`config.mk`:
```
export PLATFORM = sky130hd
export DESIGN_NAME = ball_position_flat
export DESIGN_NICKNAME = d
export VERILOG_FILES = /design/src/rtl/ball_position_if.sv /design/src/rtl/ball_position.sv /design/src/flat_wrapper.sv
export SDC_FILE = /design/constraint.sdc
export NUM_CORES = 1
export LEC_CHECK = 0
export CORE_ASPECT_RATIO = 1.1
export CORE_MARGIN = 3
export CORE_UTILIZATION = 45
export CTS_CLUSTER_DIAMETER = 100
export DETAILED_ROUTE_END_ITERATION = 16
export PLACE_DENSITY = 0.77
export SLEW_MARGIN = 5
export SYNTH_ARGS = -nofsm -noshare
export SYNTH_HDL_FRONTEND = slang
export SYNTH_SLANG_ARGS = --single-unit
```
`constraint.sdc`:
```
create_clock -name Clk -period 4.8 [get_ports Clk]
set_input_delay 1.44 -clock Clk [delete_from_list [all_inputs] [get_ports Clk]]
set_output_delay 1.44 -clock Clk [all_outputs]
set_load 0.03 [all_outputs]
```
`src/rtl/ball_position_if.sv`:
```
// Bundles the ball_position per-frame inputs (pause, motion, arena bounds)
// and its committed position / status outputs into one port.
interface ball_position_if #(
    parameter int W = 21
);
    logic                Freeze;
    logic signed [W-1:0] Ball_X_Motion;
    logic signed [W-1:0] Ball_Y_Motion;
    logic signed [W-1:0] Ground_Y;
    logic signed [W-1:0] Ceiling_Y;
    logic signed [W-1:0] Left_X;
    logic signed [W-1:0] Right_X;
    logic signed [W-1:0] Ball_X;
    logic signed [W-1:0] Ball_Y;
    logic                Step_Done;
    logic                Hit_Ground;
    logic                Hit_Ceiling;
    logic                Hit_Left;
    logic                Hit_Right;
    logic                Overrun;

    modport master (
        output Freeze, Ball_X_Motion, Ball_Y_Motion,
               Ground_Y, Ceiling_Y, Left_X, Right_X,
        input  Ball_X, Ball_Y, Step_Done,
               Hit_Ground, Hit_Ceiling, Hit_Left, Hit_Right, Overrun
    );

    modport slave (
        input  Freeze, Ball_X_Motion, Ball_Y_Motion,
               Ground_Y, Ceiling_Y, Left_X, Right_X,
        output Ball_X, Ball_Y, Step_Done,
               Hit_Ground, Hit_Ceiling, Hit_Left, Hit_Right, Overrun
    );
endinterface

```
`src/rtl/ball_position.sv`:
```
// Ball position integrator: once per frame tick it samples the motion words
// and arena bounds, adds the motion to the current position, clamps against
// the arena and commits the result along with wall/ground/ceiling flags.
module ball_position #(
    parameter int W         = 21,
    parameter int BALL_SIZE = 32,
    parameter int INIT_X    = 320,
    parameter int INIT_Y    = 240
) (
    input  logic            Clk,
    input  logic            Reset_n,
    input  logic            frame_clk,
    ball_position_if.slave  bus
);

    typedef enum logic [2:0] {
        IDLE,
        SAMPLE,
        STEP,
        CLAMP,
        COMMIT
    } state_t;

    localparam logic signed [W-1:0] L_SIZE  = W'(BALL_SIZE);
    localparam logic signed [W-1:0] L_INITX = W'(INIT_X);
    localparam logic signed [W-1:0] L_INITY = W'(INIT_Y);

    logic                r_sync1;
    logic                r_sync2;
    logic                r_prev;
    logic [1:0]          r_armCnt;
    logic                w_armed;
    logic                w_tick;

    state_t              r_state;
    logic signed [W-1:0] r_mx;
    logic signed [W-1:0] r_my;
    logic signed [W-1:0] r_left;
    logic signed [W-1:0] r_right;
    logic signed [W-1:0] r_ceil;
    logic signed [W-1:0] r_ground;
    logic signed [W-1:0] r_nx;
    logic signed [W-1:0] r_ny;
    logic signed [W-1:0] r_ballX;
    logic signed [W-1:0] r_ballY;
    logic                r_stepDone;
    logic                r_hitGround;
    logic                r_hitCeiling;
    logic                r_hitLeft;
    logic                r_hitRight;
    logic                r_overrun;

    logic signed [W-1:0] w_nxRight;
    logic signed [W-1:0] w_clampX;
    logic signed [W-1:0] w_clampY;
    logic                w_hitGround;
    logic                w_hitCeiling;
    logic                w_hitLeft;
    logic                w_hitRight;

    // The edge detector stays disarmed until the chain holds two real samples,
    // so a frame_clk that is already high at reset release gives no tick.
    assign w_armed = (r_armCnt == 2'd3);
    assign w_tick  = w_armed & r_sync2 & ~r_prev;

    // Two-flop synchronizer for the vsync-derived strobe plus rising-edge history.
    always_ff @(posedge Clk or negedge Reset_n) begin
        if (!Reset_n) begin
            r_sync1  <= 1'b0;
            r_sync2  <= 1'b0;
            r_prev   <= 1'b0;
            r_armCnt <= 2'd0;
        end else begin
            r_sync1 <= frame_clk;
            r_sync2 <= r_sync1;
            r_prev  <= r_sync2;
            if (r_armCnt != 2'd3) begin
                r_armCnt <= r_armCnt + 2'd1;
            end
        end
    end

    // Clamp the stepped position: X checks left before right, Y checks ground before ceiling.
    always_comb begin
        w_nxRight    = r_nx + L_SIZE;
        w_clampX     = r_nx;
        w_clampY     = r_ny;
        w_hitLeft    = 1'b0;
        w_hitRight   = 1'b0;
        w_hitGround  = 1'b0;
        w_hitCeiling = 1'b0;
        if (r_nx < r_left) begin
            w_clampX  = r_left;
            w_hitLeft = 1'b1;
        end else if (w_nxRight > r_right) begin
            w_clampX   = r_right - L_SIZE;
            w_hitRight = 1'b1;
        end
        if (r_ny > r_ground) begin
            w_clampY    = r_ground;
            w_hitGround = 1'b1;
        end else if (r_ny < r_ceil) begin
            w_clampY     = r_ceil;
            w_hitCeiling = 1'b1;
        end
    end

    // Update sequencer: sample, step, clamp, commit; ticks that arrive mid-update are dropped.
    always_ff @(posedge Clk or negedge Reset_n) begin
        if (!Reset_n) begin
            r_state      <= IDLE;
            r_mx         <= '0;
            r_my         <= '0;
            r_left       <= '0;
            r_right      <= '0;
            r_ceil       <= '0;
            r_ground     <= '0;
            r_nx         <= '0;
            r_ny         <= '0;
            r_ballX      <= L_INITX;
            r_ballY      <= L_INITY;
            r_stepDone   <= 1'b0;
            r_hitGround  <= 1'b0;
            r_hitCeiling <= 1'b0;
            r_hitLeft    <= 1'b0;
            r_hitRight   <= 1'b0;
            r_overrun    <= 1'b0;
        end else begin
            r_stepDone <= 1'b0;
            if (w_tick && (r_state != IDLE)) begin
                r_overrun <= 1'b1;
            end
            case (r_state)
                IDLE: begin
                    if (w_tick && !bus.Freeze) begin
                        r_state <= SAMPLE;
                    end
                end
                SAMPLE: begin
                    r_mx     <= bus.Ball_X_Motion;
                    r_my     <= bus.Ball_Y_Motion;
                    r_left   <= bus.Left_X;
                    r_right  <= bus.Right_X;
                    r_ceil   <= bus.Ceiling_Y;
                    r_ground <= bus.Ground_Y;
                    r_state  <= STEP;
                end
                STEP: begin
                    r_nx    <= r_ballX + r_mx;
                    r_ny    <= r_ballY + r_my;
                    r_state <= CLAMP;
                end
                CLAMP: begin
                    r_ballX      <= w_clampX;
                    r_ballY      <= w_clampY;
                    r_hitLeft    <= w_hitLeft;
                    r_hitRight   <= w_hitRight;
                    r_hitGround  <= w_hitGround;
                    r_hitCeiling <= w_hitCeiling;
                    r_stepDone   <= 1'b1;
                    r_state      <= COMMIT;
                end
                COMMIT: begin
                    r_state <= IDLE;
                end
                default: begin
                    r_state <= IDLE;
                end
            endcase
        end
    end

    assign bus.Ball_X      = r_ballX;
    assign bus.Ball_Y      = r_ballY;
    assign bus.Step_Done   = r_stepDone;
    assign bus.Hit_Ground  = r_hitGround;
    assign bus.Hit_Ceiling = r_hitCeiling;
    assign bus.Hit_Left    = r_hitLeft;
    assign bus.Hit_Right   = r_hitRight;
    assign bus.Overrun     = r_overrun;

endmodule

```
`src/flat_wrapper.sv`:
```
// flat-port wrapper written by rule: the top's interface ports become plain ports
module ball_position_flat 
#(
    parameter int W         = 21,
    parameter int BALL_SIZE = 32,
    parameter int INIT_X    = 320,
    parameter int INIT_Y    = 240
)
  (Clk, Reset_n, frame_clk, bus_Freeze, bus_Ball_X_Motion, bus_Ball_Y_Motion, bus_Ground_Y, bus_Ceiling_Y, bus_Left_X, bus_Right_X, bus_Ball_X, bus_Ball_Y, bus_Step_Done, bus_Hit_Ground, bus_Hit_Ceiling, bus_Hit_Left, bus_Hit_Right, bus_Overrun);
  ball_position_if #(.W(W)) bus_i ();
  input  logic Clk;
  input  logic Reset_n;
  input  logic frame_clk;
  input wire logic [$bits(bus_i.Freeze)-1:0] bus_Freeze;
  input wire logic [$bits(bus_i.Ball_X_Motion)-1:0] bus_Ball_X_Motion;
  input wire logic [$bits(bus_i.Ball_Y_Motion)-1:0] bus_Ball_Y_Motion;
  input wire logic [$bits(bus_i.Ground_Y)-1:0] bus_Ground_Y;
  input wire logic [$bits(bus_i.Ceiling_Y)-1:0] bus_Ceiling_Y;
  input wire logic [$bits(bus_i.Left_X)-1:0] bus_Left_X;
  input wire logic [$bits(bus_i.Right_X)-1:0] bus_Right_X;
  output wire logic [$bits(bus_i.Ball_X)-1:0] bus_Ball_X;
  output wire logic [$bits(bus_i.Ball_Y)-1:0] bus_Ball_Y;
  output wire logic [$bits(bus_i.Step_Done)-1:0] bus_Step_Done;
  output wire logic [$bits(bus_i.Hit_Ground)-1:0] bus_Hit_Ground;
  output wire logic [$bits(bus_i.Hit_Ceiling)-1:0] bus_Hit_Ceiling;
  output wire logic [$bits(bus_i.Hit_Left)-1:0] bus_Hit_Left;
  output wire logic [$bits(bus_i.Hit_Right)-1:0] bus_Hit_Right;
  output wire logic [$bits(bus_i.Overrun)-1:0] bus_Overrun;
  assign bus_i.Freeze = bus_Freeze;
  assign bus_i.Ball_X_Motion = bus_Ball_X_Motion;
  assign bus_i.Ball_Y_Motion = bus_Ball_Y_Motion;
  assign bus_i.Ground_Y = bus_Ground_Y;
  assign bus_i.Ceiling_Y = bus_Ceiling_Y;
  assign bus_i.Left_X = bus_Left_X;
  assign bus_i.Right_X = bus_Right_X;
  assign bus_Ball_X = bus_i.Ball_X;
  assign bus_Ball_Y = bus_i.Ball_Y;
  assign bus_Step_Done = bus_i.Step_Done;
  assign bus_Hit_Ground = bus_i.Hit_Ground;
  assign bus_Hit_Ceiling = bus_i.Hit_Ceiling;
  assign bus_Hit_Left = bus_i.Hit_Left;
  assign bus_Hit_Right = bus_i.Hit_Right;
  assign bus_Overrun = bus_i.Overrun;
  ball_position #(.W(W), .BALL_SIZE(BALL_SIZE), .INIT_X(INIT_X), .INIT_Y(INIT_Y)) u_core (.Clk(Clk), .Reset_n(Reset_n), .frame_clk(frame_clk), .bus(bus_i));
endmodule
```
* Word-level counts from Yosys, hierarchy flattened
Index checks and enable logic that the tools add are counted.
** Cells by class
- Magnitude comparators :: 4
- Equal/unequal tests :: 6
- Shift operators :: 0
- Add/sub/neg operators :: 5
- Muxes and demuxes :: 13
- Bitwise operators :: 3
- Divide/modulo/power cells :: 0
- Multipliers :: 0
- Reductions and logical operators :: 5
** Operators by type and width (number)
- $mux 21 :: 4
- $add 21x21->21 :: 2
- $gt 21x21->1 :: 2
- $lt 21x21->1 :: 2
- $add 21x7->21 const B :: 1
- $sub 21x7->21 const B :: 1
- $pmux 3 s4 :: 1
- $mux 1 :: 7
- $eq 3x2->1 const B :: 2
- $eq 3x1->1 const B :: 1
- $logic_not 3->1 :: 1
- $mux 3 :: 1
- $reduce_bool 3->1 :: 1
- $add 2x1->2 const B :: 1
- $and 1x1->1 :: 2
- $eq 2x2->1 const B :: 1
- $logic_and 1x1->1 :: 2
- $ne 2x1->1 const B :: 1
- $ne 2x2->1 const B :: 1
- $logic_not 1->1 :: 1
- $not 1->1 :: 1
** Storage, ports and cells
- Bits in latches :: 0
- Register bits :: 224
- Word-level logic and storage cells :: 57
- RAM bits :: 0
- Bits of input ports :: 130
- Memories kept :: 0
- Output and inout bits :: 48
- Bits in read-only memories :: 0

* Logic depth before layout (Yosys ltp)
Gate-level depths: netlist of run 1.
- Depth after elaboration :: 6
- Depth in mapped cells :: 14
- Mapped depth without buffers :: 13

* Worst setup path before layout of run 1
Ideal clock, no wire load.
- Path type :: register to register
- From :: register u_core.r_nx[7]
- To :: register u_core.r_ballX[0], in the netlist u_core.bus.Ball_X[0]
- Required time :: 4.669 ns
- Slack :: 1.426 ns
- Arrival time :: 3.243 ns
- Buffers on the path :: 1
- Setup time :: 0.131 ns
- Clock period less this slack :: 3.374 ns
- Cell stages (with the launch flop) :: 15
- Cell sequence :: dfrtp_1 and3_1 and2_1 nand4_1 nor3_1 xor2_1 ha_1 nand4_1 nor2_1 a221o_1 or3_1 a32oi_2 buf_6 mux2i_1 o211ai_2
** Between the ends
- Cells in the longest elaborated chain, start to end :: 4
- Elaborated cells on any way between the ends :: 5
- Those cells by class :: add/sub: 1; order compare: 2; mux: 2
** Ends and longest elaborated chain
- start: declaration :: RTL line ball_position.sv:42 : logic signed [W-1:0] r_nx;
- start signal: assignment :: RTL line ball_position.sv:149 : r_nx <= r_ballX + r_mx;
- $add 21x7->21 :: RTL line ball_position.sv:85 : w_nxRight = r_nx + L_SIZE;
- $gt 21x21->1 :: RTL line ball_position.sv:95 : end else if (w_nxRight > r_right) begin
- $mux 21 :: RTL line ball_position.sv:95
- $mux 21 * :: RTL line ball_position.sv:92 : if (r_nx < r_left) begin
- end signal: assignment :: RTL line ball_position.sv:154 : r_ballX <= w_clampX;
- end: declaration :: RTL line ball_position.sv:44 : logic signed [W-1:0] r_ballX;
Mark *: on every way between the ends. The rest lies on a longest branch, timed or not.
A chain may end at the register's enable or synchronous reset.

* Worst setup path in the final report of run 1
- From :: register u_core.r_nx[7]
- To :: register u_core.r_ballX[11], in the netlist u_core.bus.Ball_X[11]
Same word-level chain as after synthesis.

==> summary.md, run 1 <==
| Metric | Value |
|---|---|
| DR vias | 11020 |
| Synth unique cells | 64 |
| H-tree depth | 1 |
| LEAKAGE | 7.518 nW |
| GP Congestion | 0.8842 |
| DRC errors left | 0 |
| PwrDens | 824.3 mW/mm² |
| Placed instance count | 1898 |
| Outcome | completed |
| Number of global-route vias before repair | 11210 |
| Async set-reset flop share out of synthesis | 1.000 |
| Clk_lat worst skew | 0.53 ns |
| Yosys warning total | 0 |
| Final setup vio count | 0 |
| Pre-CTS setup slack | 1.012 ns |
| Largest net degree at the start of global routing | 127 |
| Simple-gate share of the synthesized area | 0.1269 |
| Final Max Tran Viols | 0 |
| Crit path kind | reg -> reg |
| # nets final | 1809 |
| Setup WS post-layout | 0.9913 ns |
| Syn_nets | 1650 |
| PortBufs | 177 |
| Mux contribution to synthesized area | 0.07559 |
| Post-synthesis compound-gate area fraction | 0.1774 |
| Drt wl/cell | 18.78 µm |
| Dominant cell type by area after synthesis | dfrtp_1 |
| CP endpoint kind | flip-flop |
| Clk_skew | 0.008712 ns |
| Share of cells above drive strength 1 | 0.1094 |
| Worst VDD drop | 0.3733 mV |
| F_max | 0.2626 GHz |
| CTS Root Cell | clkbuf_16 |
| Mapped Area | 0.01361 mm² |
| FF+latch count, synth | 224 |
| CTS Hold Buffers Added | 0 |
| Worst Path Required | 5.19 ns |
| First-pass GRT wire length | 58370 µm |
| GRT Util Overall | 0.2221 |
| Final TNS setup | 0 ns |
| Least-Margin Pin Slew | 0.8832 ns |
| Synth Flop Type | dfrtp_1 |
| Seq/Total Area, Yosys | 0.4125 |
| Final HPWL DP | 26240 µm |
| Worst rel slew slack | 0.4112 |
| Hold crit path type | reg -> reg |
| Post-synth EDFFs | 0 |
| DRT Pass-1 Iters | 5 |
| Post-synthesis xor/xnor area fraction | 0.03991 |
| 1st-iter DRT viols | 864 |
| Synth top area cells | dfrtp_1 40%, ha_1 11%, o21ai_0 5.0% |
| Hold Slack | 0.3656 ns |
| Endpoints failing hold | 0 |
| Core Box Area | 0.02965 mm² |
| Antenna-violating nets left | 0 |
| RSZ-0062 raised after global routing | no |
| Most numerous cell in the Yosys netlist | dfrtp_1 |
| Num CTS Buffers | 26 |
| Worst setup SP type | flip-flop |
| Layout area overhead | 23.17% |
| Post-synthesis area per instance | 9.767 µm² |
| Cell Rows | 66 |
| Combinational family with the most area after synthesis | compound AO/OA/AOI/OAI gates |
| Max Buffers Root-to-Sink | 3 |
| Total global routing overflow | 0 |
| Sink Count | 224 |
| I/O Pins | 178 |
| DRT Wirelength | 36560 µm |
| Die area | 0.03236 mm² |
| Non-filler instance count after layout | 1946 |
| Horiz. Die Dim | 171.8 µm |
| Share of the synthesized area in the top cell type | 0.4010 |
| Antenna violations before repair | 1 |
| Vias per cell | 5.662 |
| Resize count post-CTS | 0 |
| Final period demand of the worst path | 3.809 ns |
| CP Data Arrival Time | 4.20 ns |
| Crit-path max FO | 15 |
| # Post-CTS Setup Buffers | 0 |
| Mapped Cells | 1393 |
| Initial Util | 0.4589 |
| Max_cap viols | 0 |
| N_diodes | 0 |
| Final Cycle Share | 0.7935 |
| Die Ht | 188.4 µm |
| Clock Pin Slew Worst Setup and Hold Paths | 0.06 ns |
| Post-Synth Adder-Cell Area | 0.1179 |
| Tot Pwr | 0.01381 W |
| Top cells by count, synth | 218 x dfrtp_1, 178 x nand2_1, 136 x o21ai_0, 125 x ha_1, 106 x inv_1 |
| CTS tree | yes |
## layer usage
metal / part of all wire / track usage
met3: 0.065 / 0.04008
met2: 0.49 / 0.3849
met4: 0.032 / 0.06972
met5: 0.00027 / 0
met1: 0.41 / 0.2810
## path summary, 6_finish.rpt
kind / depth (start not counted) / slack (ns) / start / to
worst max-delay path: 14 / 0.99 / u_core.r_nx[7]$_DFFE_PN0P_ / u_core.bus.Ball_X[11]$_DFFE_PN0P_
worst min-delay path: 0 / 0.37 / u_core.r_sync1$_DFF_PN0_ / u_core.r_sync2$_DFF_PN0_
worst max register to register: 14 / 0.99 / u_core.r_nx[7]$_DFFE_PN0P_ / u_core.bus.Ball_X[11]$_DFFE_PN0P_
worst min register to register: 0 / 0.37 / u_core.r_sync1$_DFF_PN0_ / u_core.r_sync2$_DFF_PN0_
max in group asynchronous: 2 / 2.78 / Reset_n / u_core.bus.Ball_Y[15]$_DFFE_PN0P_
min in group asynchronous: 1 / 0.84 / Reset_n / u_core.r_my[3]$_DFFE_PN0P_
## worst max-delay path: stages (launching register included)
cell,delay (ns)
dfrtp_1,0.47
and3_1,0.23
and2_1,0.17
nand4_1,0.26
nor3_1,0.26
xor2_1,0.18
ha_1,0.28
nand4_1,0.17
nor2_1,0.07
a221o_1,0.33
or3_1,0.36
a32oi_2,0.19
buf_4,0.33
mux2i_1,0.28
o211ai_2,0.10
## report_power, final
part / switching [W] / total, W / leakage, nW / internal (W)
registers: 0.000802 / 0.00362 / 2.74 / 0.00281
logic: 0.00458 / 0.00785 / 4.29 / 0.00327
clock network: 0.000838 / 0.00235 / 0.488 / 0.00152
total: 0.00622 / 0.0138 / 7.52 / 0.00760
## final cells by class
type	count	area [µm²]
fillers	2532	12890
multi-input cells	1000	7323
flip-flops and latches	224	5613
repair buffers	194	1929
clock buffers	32	734.5
well taps	374	467.9
inverters	106	397.9
clock inverters	16	292.8
## placed cells by master, fill, tap and decap left out, types with 21 or more instances in the layout
| master | n |
|---|---|
| a41oi_1 | 23 |
| mux2_2 | 50 |
| ha_1 | 125 |
| inv_1 | 106 |
| xor2_1 | 24 |
| nor2_1 | 28 |
| clkdlybuf4s50_1 | 176 |
| dfrtp_1 | 218 |
| mux2i_1 | 45 |
| o21ai_0 | 136 |
| nand2_1 | 177 |
| and2_1 | 21 |
| clkbuf_16 | 27 |
| nand3_1 | 42 |
| xnor2_1 | 38 |
| a21oi_1 | 61 |
## through the flow
step           cell area, µm²    util
6_report                16760  0.5653
3_3_place_gp            15730  0.5306
5_1_grt                 16760  0.5653
3_5_place_dp            15730  0.5306
4_1_cts                 16760  0.5653
2_1_floorplan           13610       -
## cell families (layout without fill, tap and decap cells)
logic type	after synthesis	after routing
AND/OR/NAND/NOR	364	364
AO/OA/AOI/OAI	351	351
flip-flops	224	224
buffers and inverters	169	348
adder cells (fa/ha/maj)	127	127
multiplexers	96	96
XOR/XNOR	62	62
## flip-flops by register name, summed over array words and instances (netlist names), 2 cells and up
signal	cells
u_core.bus.Ball_X	21
u_core.bus.Ball_Y	21
u_core.r_ceil	21
u_core.r_ground	21
u_core.r_left	21
u_core.r_mx	21
u_core.r_my	21
u_core.r_nx	21
u_core.r_ny	21
u_core.r_right	21
u_core.r_state	3
u_core.r_armCnt	2
Note: power is estimated with default switching activity, not from simulation.
==> run 2: changes to the inputs <==
Clock period 4.8 ns to 3.9 ns, I/O delays scaled along.
==> summary.md, run 2 (same netlist as run 1, synthesis figures left out) <==
| Metric | Value |
|---|---|
| Sink Count | 224 (unchanged) |
| Util after Layout | 0.5658 (about the same) |
| DRC errors left | 0 (unchanged) |
| Antenna violations before repair | 1 (unchanged) |
| Endpoints failing hold | 0 (unchanged) |
| Final Cycle Share | 0.9525 (+0.1590) |
| Worst path most repeated cell | nand4_1 |
| Crit-path slowest cell | dfrtp_1 |
| # nets final | 1815 (+0.33%) |
| GRT Util Overall | 0.2251 (+0.003010) |
| Final Max Tran Viols | 0 (unchanged) |
| Crit path kind | reg -> reg |
| Number of global-route vias before repair | 11300 (+0.76%) |
| Fill cells | 2558 (+1.0%) |
| Final HPWL DP | 26550 µm (+1.2%) |
| Crit-path max FO | 6 (-9) |
| Clk_lat worst skew | 0.53 ns (about the same) |
| Final period demand of the worst path | 3.715 ns (-0.09400 ns) |
| Least-Margin Pin Slew | 0.8958 ns (+0.01266 ns) |
| Largest net degree at the start of global routing | 109 (-14%) |
| Clock Pin Slew Worst Setup and Hold Paths | 0.06 ns (about the same) |
| Hold crit path type | reg -> reg |
| Hold Slack | 0.3531 ns (-0.01253 ns) |
| DRT Pass-1 Iters | 5 (unchanged) |
| Outcome | completed |
| CTS Root Cell | clkbuf_16 |
| Commonest non-fill, non-tap cell in the layout | dfrtp_1 |
| Core Box Area | 0.02965 mm² (unchanged) |
| Worst setup SP type | flip-flop |
| N_diodes | 0 (unchanged) |
| Design area | 0.01677 mm² (about the same) |
| 1st-iter DRT viols | 685 (-21%) |
| H-tree depth | 1 (unchanged) |
| Horiz. Die Dim | 171.8 µm (unchanged) |
| Setup WS post-layout | 0.1853 ns (-0.8060 ns) |
| Worst reg2reg setup slack | 0.19 ns (-0.81 ns) |
| Clk_skew | 0.01528 ns (+0.006563 ns) |
| Tot Pwr | 0.01700 W (+23%) |
| Die area | 0.03236 mm² (unchanged) |
| Worst VDD drop | 0.6993 mV (+87%) |
| Vias per cell | 5.693 (+0.55%) |
| Cell Rows | 66 (unchanged) |
| DR vias | 11110 (+0.81%) |
| Slowest stage delay, CP | 0.44 ns (-0.03 ns) |
| Total global routing overflow | 0 (unchanged) |
| PwrDens | 1013 mW/mm² (+23%) |
| Worst Path Required | 4.30 ns (-0.89 ns) |
| Num CTS Buffers | 26 (unchanged) |
| GP Congestion | 0.8799 (-0.49%) |
| DP Area | 0.01579 mm² (+0.38%) |
| Die Ht | 188.4 µm (unchanged) |
| Pre-CTS setup slack | 0.1072 ns (-0.9046 ns) |
| LEAKAGE | 7.538 nW (+0.27%) |
| PortBufs | 177 (unchanged) |
| First-pass GRT wire length | 58890 µm (+0.90%) |
| CTS tree | yes |
| CP cell instances | and3_1 -> and2_1 -> nand4_1 -> buf_4 -> nor3_2 -> xor2_1 -> ha_1 -> nand4_1 -> nor2_1 -> a221o_1 -> or3_1 -> a32oi_4 -> buf_2 -> mux2i_1 -> o211ai_2 |
| Max Buffers Root-to-Sink | 3 (unchanged) |
| Layout area overhead | 23.28% (about the same) |
| CP endpoint kind | flip-flop |
| Initial Util | 0.4589 (unchanged) |
| F_max | 0.2692 GHz (+2.5%) |
| I/O Pins | 178 (unchanged) |
| DRT Wirelength | 37210 µm (+1.8%) |
| Worst rel slew slack | 0.4028 (-0.008440) |
| Final setup vio count | 0 (unchanged) |
| Worst R2R Path Depth | 15 (+1) |
| Antenna-violating nets left | 0 (unchanged) |
| Drt wl/cell | 19.07 µm (+1.5%) |
| Max_cap viols | 0 (unchanged) |
| Commonest non-fill, non-tap cells in the layout | 217 x dfrtp_1, 177 x nand2_1, 176 x clkdlybuf4s50_1, 136 x o21ai_0, 125 x ha_1 |
| Share of cells above drive strength 1 | 0.1135 (+0.004092) |
| Hold path cells | 0 (unchanged) |
| CP Data Arrival Time | 4.12 ns (-0.08 ns) |
==> run 2: cell count changes in the layout (fill, tap and decap cells not counted), sizes merged <==
cell	change
clkinv	+3
buf	+6
inv	+1
clkinvlp	-3
clkbuf	+2
bufinv	-4
==> run 2: worst max-delay path: cells and delay by family, from the launching register on <==
family | cells | cell delay (ns)
buffers and inverters | 2 | 0.45
XOR/XNOR | 1 | 0.20
adder cells (fa/ha/maj) | 1 | 0.29
multiplexers | 1 | 0.25
AO/OA/AOI/OAI | 3 | 0.68
AND/OR/NAND/NOR | 7 | 1.29
flip-flops | 1 | 0.44
==> run 2: area by class of cell <==
class	count	area, µm²	share of cell area
clock buffer	34	752.0	0.04483
clock inverter	13	173.9	0.01037
inverter	106	397.9	0.02372
multi-input combinational	1000	7355	0.4385
sequential	224	5614	0.3347
tap	374	467.9	0.02790
timing repair buffer	200	2013	0.1200
==> run 2: final timing paths <==
path | from | endpoint
max | u_core.r_nx[8]$_DFFE_PN0P_ | u_core.bus.Ball_X[18]$_DFFE_PN0P_
min | u_core.r_sync1$_DFF_PN0_ | u_core.r_sync2$_DFF_PN0_
max reg2reg | u_core.r_nx[8]$_DFFE_PN0P_ | u_core.bus.Ball_X[18]$_DFFE_PN0P_
min reg2reg | u_core.r_sync1$_DFF_PN0_ | u_core.r_sync2$_DFF_PN0_
max in group asynchronous | Reset_n | u_core.bus.Ball_X[8]$_DFFE_PN1P_
min in group asynchronous | Reset_n | u_core.r_my[3]$_DFFE_PN0P_
==> run 2: report_power, final <==
part | internal (W) | switching [W] | total [W]
logic | 0.00414 | 0.00580 | 0.00995
clock network | 0.00162 | 0.00101 | 0.00263
registers | 0.00346 | 0.000954 | 0.00442
total | 0.00922 | 0.00777 | 0.0170
==> run 2: per-layer routing <==
layer / part of all wire / track usage / vias up
met1: 0.41 / 0.2865 / 5374
li1: - / - / 5284
met3: 0.057 / 0.03105 / 80
met4: 0.038 / 0.07893 / 2
met2: 0.49 / 0.3910 / 368
met5: 0.00027 / 0 / -
==> run 2: what timing repair did <==
action / 4_1_cts / 5_1_grt
setup endpoints to repair: 0 / 22
resized for setup: 0 / 6
setup buffers: 0 / 2
hold buffers: 0 / 0
==> run 2: metrics by stage <==
step,instances,setup TNS [ns]
global placement,1901,0
global route,1951,-0.04152
CTS,1948,0
floorplan,1393,0
detailed placement,1901,0
finish,1951,0
